===== config.mk =====
export PLATFORM = sky130hd
export DESIGN_NAME = tdc_seq_flat
export DESIGN_NICKNAME = d
export VERILOG_FILES = /design/src/rtl/tdc_seq_if.sv /design/src/rtl/tdc_seq.sv /design/src/flat_wrapper.sv
export SDC_FILE = /design/constraint.sdc
export NUM_CORES = 1
export LEC_CHECK = 0
export CAP_MARGIN = 20
export CELL_PAD_IN_SITES_DETAIL_PLACEMENT = 1
export CELL_PAD_IN_SITES_GLOBAL_PLACEMENT = 1
export CORE_MARGIN = 2
export CORE_UTILIZATION = 36
export DETAILED_ROUTE_END_ITERATION = 10
export GPL_TIMING_DRIVEN = 0
export PLACE_DENSITY = 0.88
export SKIP_LAST_GASP = 1
export SLEW_MARGIN = 20
export SYNTH_ARGS = -nofsm -noshare
export SYNTH_HDL_FRONTEND = slang
export SYNTH_SLANG_ARGS = --single-unit
export TNS_END_PERCENT = 20

===== constraint.sdc =====
create_clock -name clk -period 2.6 [get_ports clk]
set_input_delay 0.39 -clock clk [delete_from_list [all_inputs] [get_ports clk]]
set_output_delay 0.39 -clock clk [all_outputs]
set_load 0.01 [all_outputs]

===== src/rtl/tdc_seq_if.sv =====
// tdc_seq_if: host/result handshake and TDC datapath signals of the measurement sequencer.
interface tdc_seq_if #(parameter int N = 64, parameter int SW = 16);
  localparam int HWW = $clog2(N) + 1;
  logic start, abort, res_ready, tdc_en, pg_tog, busy, res_valid;
  logic [SW-1:0] n_samples, samples_done;
  logic [HWW-1:0] hw, hw_min, hw_max;
  logic [SW+HWW-1:0] hw_sum;
  modport master(output start, abort, n_samples, res_ready, hw,
                 input tdc_en, pg_tog, busy, res_valid, hw_sum, hw_min, hw_max, samples_done);
  modport slave(input start, abort, n_samples, res_ready, hw,
                output tdc_en, pg_tog, busy, res_valid, hw_sum, hw_min, hw_max, samples_done);
endinterface


===== src/rtl/tdc_seq.sv =====
// tdc_seq: TDC measurement sequencer accumulating Hamming-weight sum/min/max over n samples.
// Define TDC_SEQ_MINMAX_EN to build min/max tracking; otherwise hw_min/hw_max are tied to 0.
module tdc_seq #(
  parameter int N = 64,
  parameter int SETTLE = 3,
  parameter int SW = 16
) (
  input logic clk,
  input logic rst,
  tdc_seq_if.slave s
);
  localparam int HWW = $clog2(N) + 1;
  localparam int TW = $clog2(SETTLE + 1);
  localparam logic [TW-1:0] ARM_T = TW'(SETTLE - 1);
  localparam logic [TW-1:0] WAIT_T = TW'(SETTLE > 1 ? SETTLE - 2 : 0);
  typedef enum logic [2:0] {IDLE, ARM, LAUNCH, WAIT, SAMPLE, DONE} state_t;
  state_t st, nxt;
  logic [TW-1:0] tmr;
  logic [SW-1:0] rem;
  logic tdc_en_d, pg_tog_d, busy_d, res_valid_d, go, samp;
  assign go = (st == IDLE) && (nxt == ARM);
  assign samp = (st == SAMPLE) && !s.abort;
  always_ff @(posedge clk) begin
    if (rst) begin
      st <= IDLE;
      tmr <= '0;
    end else begin
      st <= nxt;
      tmr <= (nxt != st) ? ((nxt == ARM) ? ARM_T : WAIT_T) : tmr - TW'(1);
    end
  end
  always_comb begin
    nxt = st;
    case (st)
      IDLE:    nxt = (s.start && !s.abort && s.n_samples != '0) ? ARM : IDLE;
      ARM:     nxt = s.abort ? IDLE : (tmr == '0 ? LAUNCH : ARM);
      LAUNCH:  nxt = s.abort ? IDLE : (SETTLE == 1 ? SAMPLE : WAIT);
      WAIT:    nxt = s.abort ? IDLE : (tmr == '0 ? SAMPLE : WAIT);
      SAMPLE:  nxt = s.abort ? IDLE : (rem > SW'(1) ? LAUNCH : DONE);
      DONE:    nxt = s.res_ready ? IDLE : DONE;
      default: nxt = IDLE;
    endcase
  end
  // Outputs are decoded from the next state so they are registered yet aligned with it.
  always_comb begin
    tdc_en_d = nxt inside {ARM, LAUNCH, WAIT, SAMPLE};
    pg_tog_d = nxt == LAUNCH;
    busy_d = nxt != IDLE;
    res_valid_d = nxt == DONE;
  end
  always_ff @(posedge clk) begin
    if (rst) begin
      s.tdc_en <= 1'b0;
      s.pg_tog <= 1'b0;
      s.busy <= 1'b0;
      s.res_valid <= 1'b0;
      s.hw_sum <= '0;
      s.samples_done <= '0;
      rem <= '0;
    end else begin
      s.tdc_en <= tdc_en_d;
      s.pg_tog <= pg_tog_d;
      s.busy <= busy_d;
      s.res_valid <= res_valid_d;
      if (go) begin
        rem <= s.n_samples;
        s.hw_sum <= '0;
        s.samples_done <= '0;
      end else if (samp) begin
        rem <= rem - SW'(1);
        s.hw_sum <= s.hw_sum + (SW + HWW)'(s.hw);
        s.samples_done <= s.samples_done + SW'(1);
      end
    end
  end
`ifdef TDC_SEQ_MINMAX_EN
  always_ff @(posedge clk) begin
    if (rst) begin
      s.hw_min <= '0;
      s.hw_max <= '0;
    end else if (go) begin
      s.hw_min <= '1;
      s.hw_max <= '0;
    end else if (samp) begin
      if (s.hw < s.hw_min) s.hw_min <= s.hw;
      if (s.hw > s.hw_max) s.hw_max <= s.hw;
    end
  end
`else
  assign s.hw_min = '0;
  assign s.hw_max = '0;
`endif
endmodule


===== src/flat_wrapper.sv =====
// flat-port wrapper written by rule: the top's interface ports become plain ports
module tdc_seq_flat 
#(
  parameter int N = 64,
  parameter int SETTLE = 3,
  parameter int SW = 16
)
  (clk, rst, s_start, s_abort, s_n_samples, s_res_ready, s_hw, s_tdc_en, s_pg_tog, s_busy, s_res_valid, s_hw_sum, s_hw_min, s_hw_max, s_samples_done);
  tdc_seq_if #(.N(N), .SW(SW)) s_i ();
  input logic clk;
  input logic rst;
  input wire logic [$bits(s_i.start)-1:0] s_start;
  input wire logic [$bits(s_i.abort)-1:0] s_abort;
  input wire logic [$bits(s_i.n_samples)-1:0] s_n_samples;
  input wire logic [$bits(s_i.res_ready)-1:0] s_res_ready;
  input wire logic [$bits(s_i.hw)-1:0] s_hw;
  output wire logic [$bits(s_i.tdc_en)-1:0] s_tdc_en;
  output wire logic [$bits(s_i.pg_tog)-1:0] s_pg_tog;
  output wire logic [$bits(s_i.busy)-1:0] s_busy;
  output wire logic [$bits(s_i.res_valid)-1:0] s_res_valid;
  output wire logic [$bits(s_i.hw_sum)-1:0] s_hw_sum;
  output wire logic [$bits(s_i.hw_min)-1:0] s_hw_min;
  output wire logic [$bits(s_i.hw_max)-1:0] s_hw_max;
  output wire logic [$bits(s_i.samples_done)-1:0] s_samples_done;
  assign s_i.start = s_start;
  assign s_i.abort = s_abort;
  assign s_i.n_samples = s_n_samples;
  assign s_i.res_ready = s_res_ready;
  assign s_i.hw = s_hw;
  assign s_tdc_en = s_i.tdc_en;
  assign s_pg_tog = s_i.pg_tog;
  assign s_busy = s_i.busy;
  assign s_res_valid = s_i.res_valid;
  assign s_hw_sum = s_i.hw_sum;
  assign s_hw_min = s_i.hw_min;
  assign s_hw_max = s_i.hw_max;
  assign s_samples_done = s_i.samples_done;
  tdc_seq #(.N(N), .SETTLE(SETTLE), .SW(SW)) u_core (.clk(clk), .rst(rst), .s(s_i));
endmodule

# Yosys cells after proc, flatten, opt, wreduce, memory -nomap -nowiden
# Cells that the tools add are included.
op_classes:
  n_addsub: 4
  order_cmp: 1
  eq_ne: 11
  n_mux: 14
  reduce_logical: 12
op_table:
  columns: ["cell", "count"]
  rows:
  - ["$mux 16", 2]
  - ["$add 23x7->23", 1]
  - ["$mux 3", 6]
  - ["$pmux 3 s6", 1]
  - ["$add 16x1->16 const B", 1]
  - ["$gt 16x1->1 const B", 1]
  - ["$reduce_bool 16->1", 1]
  - ["$sub 16x1->16 const B", 1]
  - ["$eq 3x2->1 const B", 4]
  - ["$eq 3x3->1 const B", 4]
  - ["$mux 2", 4]
  - ["$eq 3x1->1 const B", 2]
  - ["$logic_and 1x1->1", 4]
  - ["$reduce_bool 4->1", 1]
  - ["$logic_not 3->1", 1]
  - ["$ne 3x3->1", 1]
  - ["$reduce_bool 3->1", 1]
  - ["$logic_not 2->1", 1]
  - ["$reduce_bool 2->1", 1]
  - ["$reduce_or 2->1", 1]
  - ["$sub 2x1->2 const B", 1]
  - ["$logic_not 1->1", 1]
  - ["$mux 1", 1]
totals:
  regBits: 64
  in_bits: 28
  output_inout_bits: 57
  wordCells: 51

# Depth between registers and ports, before layout
depth:
  depth_word: 8
  ltp_mapped: 9
  mapped_depth_nobuf: 8

# Worst setup path after synthesis
# OpenSTA, ideal clock, no wires.
synth_timing:
  path_kind: "reg2reg"
  from: "register u_core.st[1]"
  to: "register u_core.s.samples_done[13]"
  setup_ns: 0.070
  arrival_ns: 2.142
  t_required_ns: 2.530
  path_slack_ns: 0.387
  stages_incl_launch_ff: 8
  period_less_slack_ns: 2.213
  cell_sequence: "dfxtp_1 -> buf_6 -> or4b_4 -> buf_6 -> or2_4 -> or3_4 -> or3_1 -> a21oi_1"
synth_between:
  elab_chain_len: 5
  elab_cells_between_ends: 11
synth_rtl:
  columns: ["item", "line_no", "rtl"]
  rows:
  - ["from (decl)", "tdc_seq.sv:17", "state_t st, nxt;"]
  - ["from (signal assigned)", "tdc_seq.sv:28", "st <= nxt;"]
  - ["$eq 3x3->1, or another cell as far along", "tdc_seq.sv:34", "case (st)"]
  - ["$pmux 3 s6", "tdc_seq.sv:34", null]
  - ["$eq 3x1->1", "tdc_seq.sv:21", "assign go = (st == IDLE) && (nxt == ARM);"]
  - ["$logic_and 1x1->1", "tdc_seq.sv:21", null]
  - ["$reduce_or 2->1 (no source line)", null, null]
  - ["to (signal assigned)", "tdc_seq.sv:72", "s.samples_done <= s.samples_done + SW'(1);"]
  - ["to (decl)", "tdc_seq_if.sv:11", "output tdc_en, pg_tog, busy, res_valid, hw_sum, hw_min, hw_max, samples_done);"]
# Parallel ways exist; a longest one is shown, timed or not.
# A chain may end at the register's enable or synchronous reset.

# Worst setup path after layout
layout_timing:
  from: "input s_hw[0]"
  to: "register u_core.s.hw_sum[20]"
layout_between:
  elab_chain_len: 1
layout_rtl:
  columns: ["item", "line_no", "rtl"]
  rows:
  - ["from (decl)", "flat_wrapper.sv:16", "input wire logic [$bits(s_i.hw)-1:0] s_hw;"]
  - ["$add 23x7->23", "tdc_seq.sv:71", "s.hw_sum <= s.hw_sum + (SW + HWW)'(s.hw);"]
  - ["to (signal assigned)", "tdc_seq.sv:71", null]
  - ["to (decl)", "tdc_seq_if.sv:11", null]
# No other way between the ends.

==> metrics.md <==
| Metric | Value |
|---|---|
| Top FF cell, synth | dfxtp_1 |
| Worst slew pin tran | 0.8874 ns |
| Hold crit path type | flip-flop to flip-flop |
| Final Hold Viols | 0 |
| Crit path arrival time | 2.85 ns |
| Leakage | 1.615 nW |
| Final period utilization | 98.48% |
| Setup CP Type | input port to flip-flop |
| Routed Antenna Nets | 0 |
| RR Startpoint | u_core.rem[4]$_SDFFE_PP0P_ |
| Drt drc | 0 |
| First-pass GRT wire length | 16940 um |
| Skew final | 0.01195 ns |
| Worst-case clock buffer depth | 2 |
| Core ar. | 0.009240 mm2 |
| Vias in the first global route | 3617 |
| Rows | 35 |
| R2R setup slack | 0.08 ns |
| Post-Synthesis Cells | 422 |
| Crit. End Element | flip-flop |
| Synth async-reset ratio | 0% |
| Max-Cap Viols | 0 |
| R2R depth | 5 |
| DR WL/cell | 16.19 um |
| Largest net degree at the start of global routing | 13 |
| Antenna diodes | 0 |
| Area share of the largest cell type after synthesis | 37.47% |
| Synth Warn # | 0 |
| Reg clk slew, reported paths | 0.08 ns |
| Placed Instance Area | 0.004330 mm2 |
| CTS sink count | 64 |
| H-tree depth reported by CTS | 3 |
| Seq cells post-synth | 64 |
| Gpl congestion | 0.8734 |
| Input/output buffers | 70 |
| Hold Path Origin | u_core.s.hw_sum[3]$_SDFFE_PP0P_ |
| Max-slew violation count | 0 |
| Remaining global-route overflow | 0 |
| Clock latency on the worst-skew pair | 0.35 ns |
| Post-Layout Cell Count | 655 |
| Root Driver | clkbuf_8 |
| Syn_area_per_cell | 8.103 um2 |
| I/O pins | 85 |
| Fin nets | 561 |
| Final critical-path required period | 2.560 ns |
| CP Cell Sequence | clkdlybuf4s50_1 -> ha_2 -> inv_1 -> fa_2 -> nor2b_2 -> o31a_1 -> o211ai_1 -> buf_4 -> or4_4 -> a21oi_2 |
| Startpoint type of the worst setup path | input port |
| Placed cell count | 634 |
| Fin area | 0.004614 mm2 |
| DR vias | 3576 |
| Initial Util | 37.01% |
| EDFF count, synth | 0 |
| Die W | 101.5 um |
| Antenna violations before repair | 0 |
| Slowest-stage cell, CP | clkdlybuf4s50_1 |
| RSZ-0062 raised after global routing | true |
| Die Span Y | 101.5 um |
| Sequential-to-total area share from yosys stat | 37.47% |
| Reg-to-reg endpoint | u_core.tmr[1]$_SDFF_PP0_ |
| Layout cells sized above 1 | 9.886% |
| Hold depth | 2 |
| Hold-fix buffers at CTS | 0 |
| Die area | 0.01029 mm2 |
| Crit Path Max Fanout | 4 |
| Req. time, crit path | 2.89 ns |
| Cell area after synthesis | 0.003420 mm2 |
| CTS tree | done |
| Cts bufs inserted | 9 |
| Peak supply drop | 0.2217 mV |
| Yosys top cell by area | dfxtp_1 |
| Gr usage total | 20.76% |
| Relative slew slack | 40.29% |
| Status | finished, final reports clean |
| Synth top area cells | dfxtp_1, nor2_1, a21oi_1 |
| Fillers | 1157 |
| Fmax | 0.3906 GHz |
| Pwr dens | 486.2 mW/mm2 |
| Pre-Repair DR Iteration Count | 4 |
| Netlist cell types | 53 |
| Routed WL | 10610 um |
| Final setup viols | 0 |
| Area Overhead vs Synth | 34.94% |
| DRT iter0 DRCs | 149 |
| Min-Delay Endpoint | u_core.s.hw_sum[3]$_SDFFE_PP0P_ |
| DP HPWL | 7754 um |
| Delay of the slowest critical-path stage | 0.46 ns |
| Vias per inst | 5.460 |
| Synth top cells by count | dfxtp_1, nor2_1, a21oi_1 |
| Count leader, synth | dfxtp_1 |
## cells by family (layout without fill, tap and decap cells)
kind of cell    Yosys count  after routing  share of synthesized area [%]
other cells               1             14                         0.1097
flops                    64             64                          37.47
compound gates          101            101                          17.97
simple gates            172            172                          26.60
fa+ha+maj                12             12                          4.610
buf+inv                  49            140                          7.355
xor+xnor                 23             23                          5.891
## through the flow
| stage | util, % | total power, mW | hold slack [ns] | setup TNS, ns | setup WS (ns) |
|---|---|---|---|---|---|
| 3_3_place_gp | 46.87 | 1.289 | 0.4622 | -6.521 | -0.3097 |
| 5_1_grt | 49.94 | 2.326 | 0.5207 | -0.8336 | -0.07783 |
| 4_1_cts | 49.37 | 2.250 | 0.4897 | -0.01959 | -0.01959 |
| 6_report | 49.94 | 2.243 | 0.4809 | 0 | 0.03957 |
| 2_1_floorplan | - | 1.197 | 0.4539 | 0 | 0.3872 |
| 3_5_place_dp | 46.87 | 1.302 | 0.4801 | -10.52 | -0.4490 |
## layout by cell type (no fill, tap or decap), drive strengths merged, types with 11 or more instances in the layout
cell type,netlist,routed
clkdlybuf4s50,0,70
dfxtp,64,64
nor2,47,47
a21oi,35,35
nand2,30,30
clkbuf,17,29
o21ai,24,24
buf,16,22
inv,16,16
nand3,15,15
xor2,14,14
conb,1,14
or3,14,14
nor4,12,12
nand4,11,11
ha,11,11
## worst max-delay path by stage
stage	from	endpoint	slack [ns]	cells past startpoint
after floorplan	u_core.st[1]$_SDFF_PP0_	u_core.s.samples_done[13]$_SDFFE_PP0P_	0.39	7
after global placement	s_hw[0]	u_core.s.hw_sum[14]$_SDFFE_PP0P_	-0.31	10
after detailed placement	s_hw[0]	u_core.s.hw_sum[16]$_SDFFE_PP0P_	-0.45	10
after CTS	s_abort	u_core.rem[11]$_SDFFE_PP0P_	-0.02	7
after global routing	s_hw[0]	u_core.s.hw_sum[20]$_SDFFE_PP0P_	-0.08	10
final	s_hw[0]	u_core.s.hw_sum[20]$_SDFFE_PP0P_	0.04	10
## timing repair
item	in CTS	in global routing
pin swaps	1	5
hold endpoints to repair	0	0
setup endpoints to repair	18	32
setup buffers	2	4
gates resized for setup	3	10
## flip-flops by register name, summed over array words and instances, names as in the netlist
register,cells
u_core.s.tdc_en,1
u_core.rem,16
u_core.s.samples_done,16
u_core.st,3
u_core.s.pg_tog,1
u_core.s.busy,1
u_core.tmr,2
u_core.s.hw_sum,23
u_core.s.res_valid,1
## worst max-delay path, delay by kind of cell
family / cells / cell delay (ns)
buf+inv: 3 / 0.72
fa+ha+maj: 2 / 0.57
compound gates: 3 / 0.59
simple gates: 2 / 0.58
## cell type report
type | instances | area (um2) | share of cell area, %
clock buffer | 13 | 148.9 | 3.227
timing repair buffer | 76 | 745.7 | 16.16
clock inverter | 3 | 65.06 | 1.410
sequential | 64 | 1281 | 27.77
tap | 129 | 161.4 | 3.498
multi-input combinational | 322 | 1958 | 42.43
inverter | 16 | 60.06 | 1.302
buffer | 32 | 193.9 | 4.203
## metal layers
metal / GRT usage, % / vias up / wire length (um)
li1: - / 1708 / -
met1: 23.84 / 1751 / 4493
met2: 37.65 / 92 / 5509
met3: 3.589 / 25 / 371
met4: 9.044 / 0 / 231
met5: 0 / - / 0
## where the power goes
group	internal [mW]	switching (mW)	total [mW]
registers	1.00	0.0187	1.02
logic	0.116	0.147	0.263
clock network	0.566	0.392	0.958
total	1.69	0.557	2.24
Note: power is estimated with default switching activity, not from simulation.
